===== src/rtl/game_tick_pkg.sv =====
// Shared types and helpers for the game tick generator.
package game_tick_pkg;

    // Channel FSM states
    typedef enum logic [0:0] {
        CH_IDLE = 1'b0,
        CH_RUN  = 1'b1
    } ch_state_t;

    // Channel mode encoding as written through cfg_oneshot
    localparam logic MODE_PERIODIC = 1'b0;
    localparam logic MODE_ONESHOT  = 1'b1;

    // Width needed to index n items, never less than one bit
    function automatic int clog2_min1(input int n);
        return (n <= 1) ? 1 : $clog2(n);
    endfunction

endpackage


===== src/rtl/game_tick_channel.sv =====
// One timer channel: period/mode registers, down-counter, IDLE/RUN FSM and
// a registered expiry pulse. Counts only on the shared 1 ms tick.
module game_tick_channel
    import game_tick_pkg::*;
#(
    parameter int PER_W          = 16,
    parameter int DEFAULT_PERIOD = 1000
) (
    input  logic             clk,
    input  logic             rst,
    input  logic             tick,
    input  logic             start,
    input  logic             stop,
    input  logic             cfg_we,
    input  logic [PER_W-1:0] cfg_period,
    input  logic             cfg_oneshot,
    output logic             pulse,
    output logic             busy
);

    ch_state_t        state_reg,   state_next;
    logic [PER_W-1:0] cnt_reg,     cnt_next;
    logic [PER_W-1:0] period_reg,  period_next;
    logic             oneshot_reg, oneshot_next;
    logic             pulse_reg,   pulse_next;

    // Next-state logic. Loads read period_reg, so a same-cycle cfg write only
    // affects the following load; stop has priority over start and expiry.
    always_comb begin
        state_next   = state_reg;
        cnt_next     = cnt_reg;
        period_next  = period_reg;
        oneshot_next = oneshot_reg;
        pulse_next   = 1'b0;

        if (cfg_we) begin
            period_next  = cfg_period;
            oneshot_next = cfg_oneshot;
        end

        case (state_reg)
            CH_IDLE: begin
                if (start && !stop && (period_reg != '0)) begin
                    state_next = CH_RUN;
                    cnt_next   = period_reg;
                end
            end
            CH_RUN: begin
                if (stop) begin
                    state_next = CH_IDLE;
                end else if (start) begin
                    // Restart; a zero period cannot run, so it stops instead
                    if (period_reg == '0) begin
                        state_next = CH_IDLE;
                    end else begin
                        cnt_next = period_reg;
                    end
                end else if (tick) begin
                    if (cnt_reg == PER_W'(1)) begin
                        pulse_next = 1'b1;
                        if ((oneshot_reg == MODE_ONESHOT) || (period_reg == '0)) begin
                            state_next = CH_IDLE;
                        end else begin
                            cnt_next = period_reg;
                        end
                    end else begin
                        cnt_next = cnt_reg - PER_W'(1);
                    end
                end
            end
            default: state_next = CH_IDLE;
        endcase
    end

    // State registers with synchronous reset
    always_ff @(posedge clk) begin
        if (rst) begin
            state_reg   <= CH_IDLE;
            cnt_reg     <= '0;
            period_reg  <= PER_W'(DEFAULT_PERIOD);
            oneshot_reg <= MODE_PERIODIC;
            pulse_reg   <= 1'b0;
        end else begin
            state_reg   <= state_next;
            cnt_reg     <= cnt_next;
            period_reg  <= period_next;
            oneshot_reg <= oneshot_next;
            pulse_reg   <= pulse_next;
        end
    end

    assign pulse = pulse_reg;
    assign busy  = (state_reg == CH_RUN);

endmodule


===== src/rtl/game_tick_gen.sv =====
// Game timing tick generator: shared 1 ms prescaler feeding NUM_CH
// independent programmable channels. en=0 pauses everything.
module game_tick_gen
    import game_tick_pkg::*;
#(
    parameter int CLK_PER_MS     = 50000,
    parameter int NUM_CH         = 4,
    parameter int PER_W          = 16,
    parameter int DEFAULT_PERIOD = 1000
) (
    input  logic                               clk,
    input  logic                               rst,
    input  logic                               en,
    input  logic                               cfg_we,
    input  logic [clog2_min1(NUM_CH)-1:0]      cfg_ch,
    input  logic [PER_W-1:0]                   cfg_period,
    input  logic                               cfg_oneshot,
    input  logic [NUM_CH-1:0]                  ch_start,
    input  logic [NUM_CH-1:0]                  ch_stop,
    output logic                               tick_ms,
    output logic [NUM_CH-1:0]                  ch_pulse,
    output logic [NUM_CH-1:0]                  ch_busy
);

    localparam int PS_W = clog2_min1(CLK_PER_MS);
    localparam int CH_W = clog2_min1(NUM_CH);

    logic [PS_W-1:0]   ps_cnt_reg, ps_cnt_next;
    logic              ps_wrap;
    logic [NUM_CH-1:0] cfg_sel;

    assign ps_wrap = (ps_cnt_reg == PS_W'(CLK_PER_MS - 1));
    assign tick_ms = en && ps_wrap;

    // Prescaler next value: free-running 0..CLK_PER_MS-1 while enabled, held otherwise
    always_comb begin
        ps_cnt_next = ps_cnt_reg;
        if (en) begin
            ps_cnt_next = ps_wrap ? '0 : ps_cnt_reg + PS_W'(1);
        end
    end

    // Prescaler register
    always_ff @(posedge clk) begin
        if (rst) begin
            ps_cnt_reg <= '0;
        end else begin
            ps_cnt_reg <= ps_cnt_next;
        end
    end

    // Per-channel cfg decode and channel instances; an out-of-range cfg_ch
    // matches no channel, so that write is dropped.
    generate
        for (genvar gi = 0; gi < NUM_CH; gi++) begin : g_ch
            assign cfg_sel[gi] = cfg_we && (cfg_ch == CH_W'(gi));

            game_tick_channel #(
                .PER_W          (PER_W),
                .DEFAULT_PERIOD (DEFAULT_PERIOD)
            ) u_ch (
                .clk         (clk),
                .rst         (rst),
                .tick        (tick_ms),
                .start       (ch_start[gi]),
                .stop        (ch_stop[gi]),
                .cfg_we      (cfg_sel[gi]),
                .cfg_period  (cfg_period),
                .cfg_oneshot (cfg_oneshot),
                .pulse       (ch_pulse[gi]),
                .busy        (ch_busy[gi])
            );
        end
    endgenerate

endmodule


===== config.mk =====
export PLATFORM = sky130hd
export DESIGN_NAME = game_tick_gen
export DESIGN_NICKNAME = d
export VERILOG_FILES = /design/src/rtl/game_tick_pkg.sv /design/src/rtl/game_tick_channel.sv /design/src/rtl/game_tick_gen.sv
export SDC_FILE = /design/constraint.sdc
export NUM_CORES = 1
export LEC_CHECK = 0
export ABC_AREA = 0
export CAP_MARGIN = 40
export CORE_MARGIN = 10
export CORE_UTILIZATION = 39
export CTS_CLUSTER_DIAMETER = 80
export CTS_CLUSTER_SIZE = 24
export DETAILED_ROUTE_END_ITERATION = 8
export GPL_ROUTABILITY_DRIVEN = 1
export PLACE_DENSITY_LB_ADDON = 0.12
export SYNTH_ARGS = -nofsm -noshare
export SYNTH_HDL_FRONTEND = slang
export SYNTH_SLANG_ARGS = --single-unit

===== constraint.sdc =====
create_clock -name clk -period 6.9 [get_ports clk]
set_clock_uncertainty 0.15 [all_clocks]
set_input_delay 1.38 -clock clk [delete_from_list [all_inputs] [get_ports clk]]
set_output_delay 1.38 -clock clk [all_outputs]
set_load 0.03 [all_outputs]

# Yosys cells after proc, flatten, opt, wreduce, memory -nomap -nowiden
# Index checks and enable logic that the tools add are counted.
dict set report op_classes {
  add_sub_neg 5
  eq_ne 28
  mux 69
  n_bitwise 5
  reduce_logical 38
}
# cell n
set ops {}
lappend ops {{2-to-1 mux 16 bit} 29}
lappend ops {{one-hot mux 16 bit (2 select lines)} 4}
lappend ops {{== test 16 x 1 -> 1 bit, second input constant} 4}
lappend ops {{logical NOT 16 bit} 4}
lappend ops {{nonzero test 16 bit} 4}
lappend ops {{subtractor 16 x 1 -> 16 bit, second input constant} 4}
lappend ops {{2-to-1 mux 1 bit} 32}
lappend ops {{inequality test 3 bit, second input constant} 8}
lappend ops {{AND reduction 5 bit} 4}
lappend ops {{OR reduction 5 bit} 4}
lappend ops {{adder 16 x 1 -> 16 bit, second input constant} 1}
lappend ops {{== test 16 bit, second input constant} 1}
lappend ops {{inequality test 4 bit, second input constant} 4}
lappend ops {{logical AND 1 bit} 13}
lappend ops {{inequality test 2 x 1 -> 1 bit, second input constant} 4}
lappend ops {{inequality test 2 bit, second input constant} 4}
lappend ops {{one-hot mux 1 bit (2 select lines)} 4}
lappend ops {{NOT 1 bit} 5}
lappend ops {{== test 2 bit, second input constant} 2}
lappend ops {{logical NOT 1 bit} 4}
lappend ops {{logical OR 1 bit} 4}
lappend ops {{== test 2 x 1 -> 1 bit, second input constant} 1}
lappend ops {{logical NOT 2 bit} 1}
dict set report totals {
  ff_bits 156
  inputBits 31
  output_inout_bits 9
}

# Longest topological paths before layout
dict set report logic_depth {
  ltp_word 8
  depth_mapped 10
  depth_no_buf 8
}

# By module
# A second synthesis with hierarchy kept.
dict set report hier_totals {
  cells_unflattened 965
  hier_area_um2 8394.3
}
# mod instances cells_each area_each_um2 seq_area_each_um2
set by_module_without_submodules {}
lappend by_module_without_submodules {{game_tick_channel at g_ch[0].u_ch ...} 3 217 1874.3 700.7}
lappend by_module_without_submodules {{game_tick_channel at g_ch[3].u_ch} 1 226 1971.9 700.7}
lappend by_module_without_submodules {game_tick_gen 1 88 799.5 320.3}

# Worst setup path after synthesis
# OpenSTA, ideal clock, no wires.
dict set report synth_timing {
  path_type {in2out}
  from {input port en}
  to {output port tick_ms}
  t_arrival_ns 2.734
  t_required_ns 5.370
  path_slack_ns 2.636
  path_stages 6
  n_path_buf 3
  path_cell_list {clkbuf_1 -> nand4_1 -> or4_1 -> buf_2 -> buf_6 -> inv_1}
}
dict set report synth_between {
  elab_chain_cells 1
}
# item line_no
set synth_rtl {}
lappend synth_rtl {{start: declaration} game_tick_gen.sv:13} ;# input logic en,
lappend synth_rtl {{logical AND 1 bit} game_tick_gen.sv:33} ;# assign tick_ms = en && ps_wrap;
lappend synth_rtl {{end: declaration} game_tick_gen.sv:20} ;# output logic tick_ms,
# Every way passes these cells.

# Worst setup path after layout
# Ends and elaborated chain as after synthesis.

==> out/results.ini <==
[run_status]
status=finished, final reports clean

[sta]
finalSetupViolCount=0
final-hold-violation-count=0
slew_viol_final=0
holdWs_ns=0.3193
tightest_slew_ns=0.9111
maxSlewHeadroom_pct=39.15
fmax_mhz=192.9
period_share_pct=75.14
fin_tns_setup_ns=0
min_period_ns=5.184
rsz0062_at_grt=false

[logic_synthesis]
synth_cell_type_count=67
synthFlopType=dfxtp_1
synth_top_family_by_area=simple AND/OR/NAND/NOR gates
synth_edf_count=0
synth_fa_ha_area_share_pct=1.401
netlist_instances=1056
muxShareOfSynthArea_pct=0.3892
ys_seq_area_share_pct=38.86
post_synth_xor_area_fraction_pct=1.308
yosys_warnings=0
syn_avg_cell_area_sq_um=7.610
synth-seq-cells=156
synth-compound-area-share_pct=22.11
synth_area_sq_um=8036
yosys.area_share.simple_pct=30.90
synthArstFlopShare_pct=0
syn-num-nets=1096

[setup_path]
crit_cells=6
crit_fanout=14
crit_type=primary input to output port
r2r_cells=8
crit_chain=clkdlybuf4s50_1, nand4_1, or4_1, buf_4, inv_1, clkdlybuf4s50_1
cpMaxStageDelayCell=clkdlybuf4s50_1
ff2ff_setup_slack_ns=3.52
reg2reg_to=g_ch[1].u_ch.cnt_reg[1]
critPathBufInv=4
slowest_delay_ns=0.67
worst_setup_path_end_kind=output port
crit_family=buffers and inverters
crit_top_cell=clkdlybuf4s50_1
r2r-start=ps_cnt_reg[12]
critPathLaunchType=primary input
cp.required_ns=5.37
worstPathArrival_ns=3.65

[worst_hold_path]
hold_end=g_ch[1].u_ch.oneshot_reg
min_path_cells=2
hp-start=g_ch[1].u_ch.oneshot_reg
min_path_type=flip-flop to flip-flop

[power_and_ir_drop]
power_frac_comb_pct=14.3
pwr-share-seq_pct=42.1
ir_drop_v=0.0001591
p_leak_nw=3.259
total_power_mw=2.323
p_int_mw=1.681
power.density_nw_per_um2=251.8
power.share.clock_pct=43.6
switching_share_pct=27.64
p_switching_uw=642.1

[routing]
wl_per_cell_um=17.38
wl_um=23270
ant_nets=0
firstDrtPassIters=5
via_per_inst=5.684
vias=7611
drc=0
drtIter0Drc=615

[place]
gp_congestion=0.8221
placed_cell_area_sq_um=8594
portBuffers=39
dp_hpwl_um=15890

[clock_tree]
htree_levels=4
cts_tree=yes
clkSinkCount=156
post_cts_resized=0
path_clk_slew_ns=0.06
clk_path_buf_depth=2
hold_buffers=0
cts_setup_buffers=0
root_buffer=clkbuf_16
clk_latency_ns=0.43
numCtsBuffers=17

[cells_and_area]
fin_area_sq_um=9228
diodes=0
synthToLayoutAreaGrowth_pct=14.82
drive_gt1_share_pct=5.426
fillers=2059
layout.nets=1096

[job]
drv_cap=0

[die]
io_pins=40
dieArea_sq_um=26750
start_util_pct=39.72
std_cell_rows=52
die_w_um=163.6
die_y_um=163.6
core_sq_um=20230

[grt]
grt_pass1_wl_um=37600
antenna_found_initial=0
grt_max_degree=81
grt_usage_pct=17.26
grt_pass1_vias=6986
gr-total-overflow=0

==> worst max path at each step <==
| stage | slack (ns) | end | startpoint |
|---|---|---|---|
| finish | 1.72 | tick_ms | en |
| global route | 1.58 | tick_ms | en |
| CTS | 1.69 | tick_ms | en |
| detailed placement | 1.69 | tick_ms | en |
| global placement | 1.70 | tick_ms | en |
| floorplan | 2.64 | tick_ms | en |
==> per-stage QoR <==
step           util (%)  setup WS [ns]  instances
3_3_place_gp      42.06          1.704       1301
5_1_grt           45.60          1.580       1339
4_1_cts           45.60          1.688       1339
3_5_place_dp      42.47          1.686       1307
6_report          45.60          1.716       1339
2_1_floorplan         -          2.636       1056
==> synth_stat cells (9+ instances only) <==
cell type	count	area (sq um)
a21o_1	14	105.1
a21oi_1	129	645.6
a31oi_1	12	75.07
and3_1	12	75.07
clkbuf_1	48	180.2
dfxtp_1	156	3123
ha_1	9	112.6
inv_1	22	82.58
nand2_1	193	724.4
nand2b_1	27	168.9
nand3_1	18	90.09
nand3b_1	28	210.2
nand4_1	12	75.07
nor2_1	75	281.5
nor2b_1	17	106.4
nor3_1	23	115.1
nor4_1	37	231.5
o21ai_0	24	120.1
o21ai_1	24	120.1
o32ai_1	24	210.2
or3_1	14	87.58
or4_1	10	75.07
==> metal layers <==
| layer | track usage (%) | up-vias | wire length (um) |
|---|---|---|---|
| met3 | 3.574 | 5 | 1268 |
| met1 | 25.21 | 3609 | 11740 |
| met2 | 25.54 | 201 | 10150 |
| met5 | 0 | - | 0 |
| li1 | - | 3796 | - |
| met4 | 3.452 | 0 | 103 |
==> cells by family after synthesis <==
| group | count (synthesis) |
|---|---|
| adder cells (fa/ha/maj) | 9 |
| flip-flops | 156 |
| buffers and inverters | 93 |
| multiplexers | 3 |
| XOR/XNOR | 12 |
| AO/OA/AOI/OAI | 285 |
| AND/OR/NAND/NOR | 498 |
==> final cells by class <==
cell class / count / area [sq um] / share of cell area (%)
multi-input cells: 807 / 4527 / 49.06
flip-flops and latches: 156 / 3123 / 33.84
repair buffers: 52 / 524.3 / 5.681
clock buffers: 19 / 442.9 / 4.800
well taps: 270 / 337.8 / 3.661
clock inverters: 13 / 190.2 / 2.061
inverters: 22 / 82.58 / 0.8949
==> layout by cell type (no fill, tap or decap), types with 4 or more instances in the layout <==
master / netlist / final
nor4_1: 37 / 37
a31oi_1: 12 / 12
o31a_1: 5 / 5
nand2b_1: 27 / 27
a211oi_1: 6 / 5
o21ai_1: 24 / 23
and2_1: 8 / 8
clkinvlp_4: 0 / 4
or3_1: 14 / 14
o31ai_1: 8 / 8
inv_1: 22 / 22
a21o_1: 14 / 14
nand3_1: 18 / 18
and3_1: 12 / 12
nor2b_1: 17 / 17
nand4_1: 12 / 12
buf_4: 8 / 10
nor2_1: 75 / 75
xnor2_1: 6 / 6
a22oi_1: 4 / 4
xor2_1: 6 / 6
dfxtp_1: 156 / 156
o32ai_1: 24 / 24
or4_1: 10 / 10
nand3b_1: 28 / 28
clkdlybuf4s50_1: 0 / 38
o21ai_0: 24 / 23
nand2_1: 193 / 193
a32oi_1: 7 / 7
ha_1: 9 / 9
nor3b_1: 7 / 6
nor3_1: 23 / 23
clkbuf_16: 0 / 17
bufinv_16: 0 / 4
a21oi_1: 129 / 129
==> worst min-delay path: stages, from the launching register on <==
cell,delay [ns]
dfxtp_1,0.31
nand2_1,0.05
a21oi_1,0.06
==> power by group through the flow <==
stage | Clock (mW) | Sequential, mW | Combinational [mW]
6_report | 1.01 | 0.978 | 0.332
5_1_grt | 1.07 | 0.984 | 0.371
4_1_cts | 1.04 | 0.978 | 0.329
3_5_place_dp | 0 | 0.998 | 0.328
3_3_place_gp | 0 | 0.998 | 0.324
2_1_floorplan | 0 | 0.985 | 0.236
(Power assumes the default switching activity.)
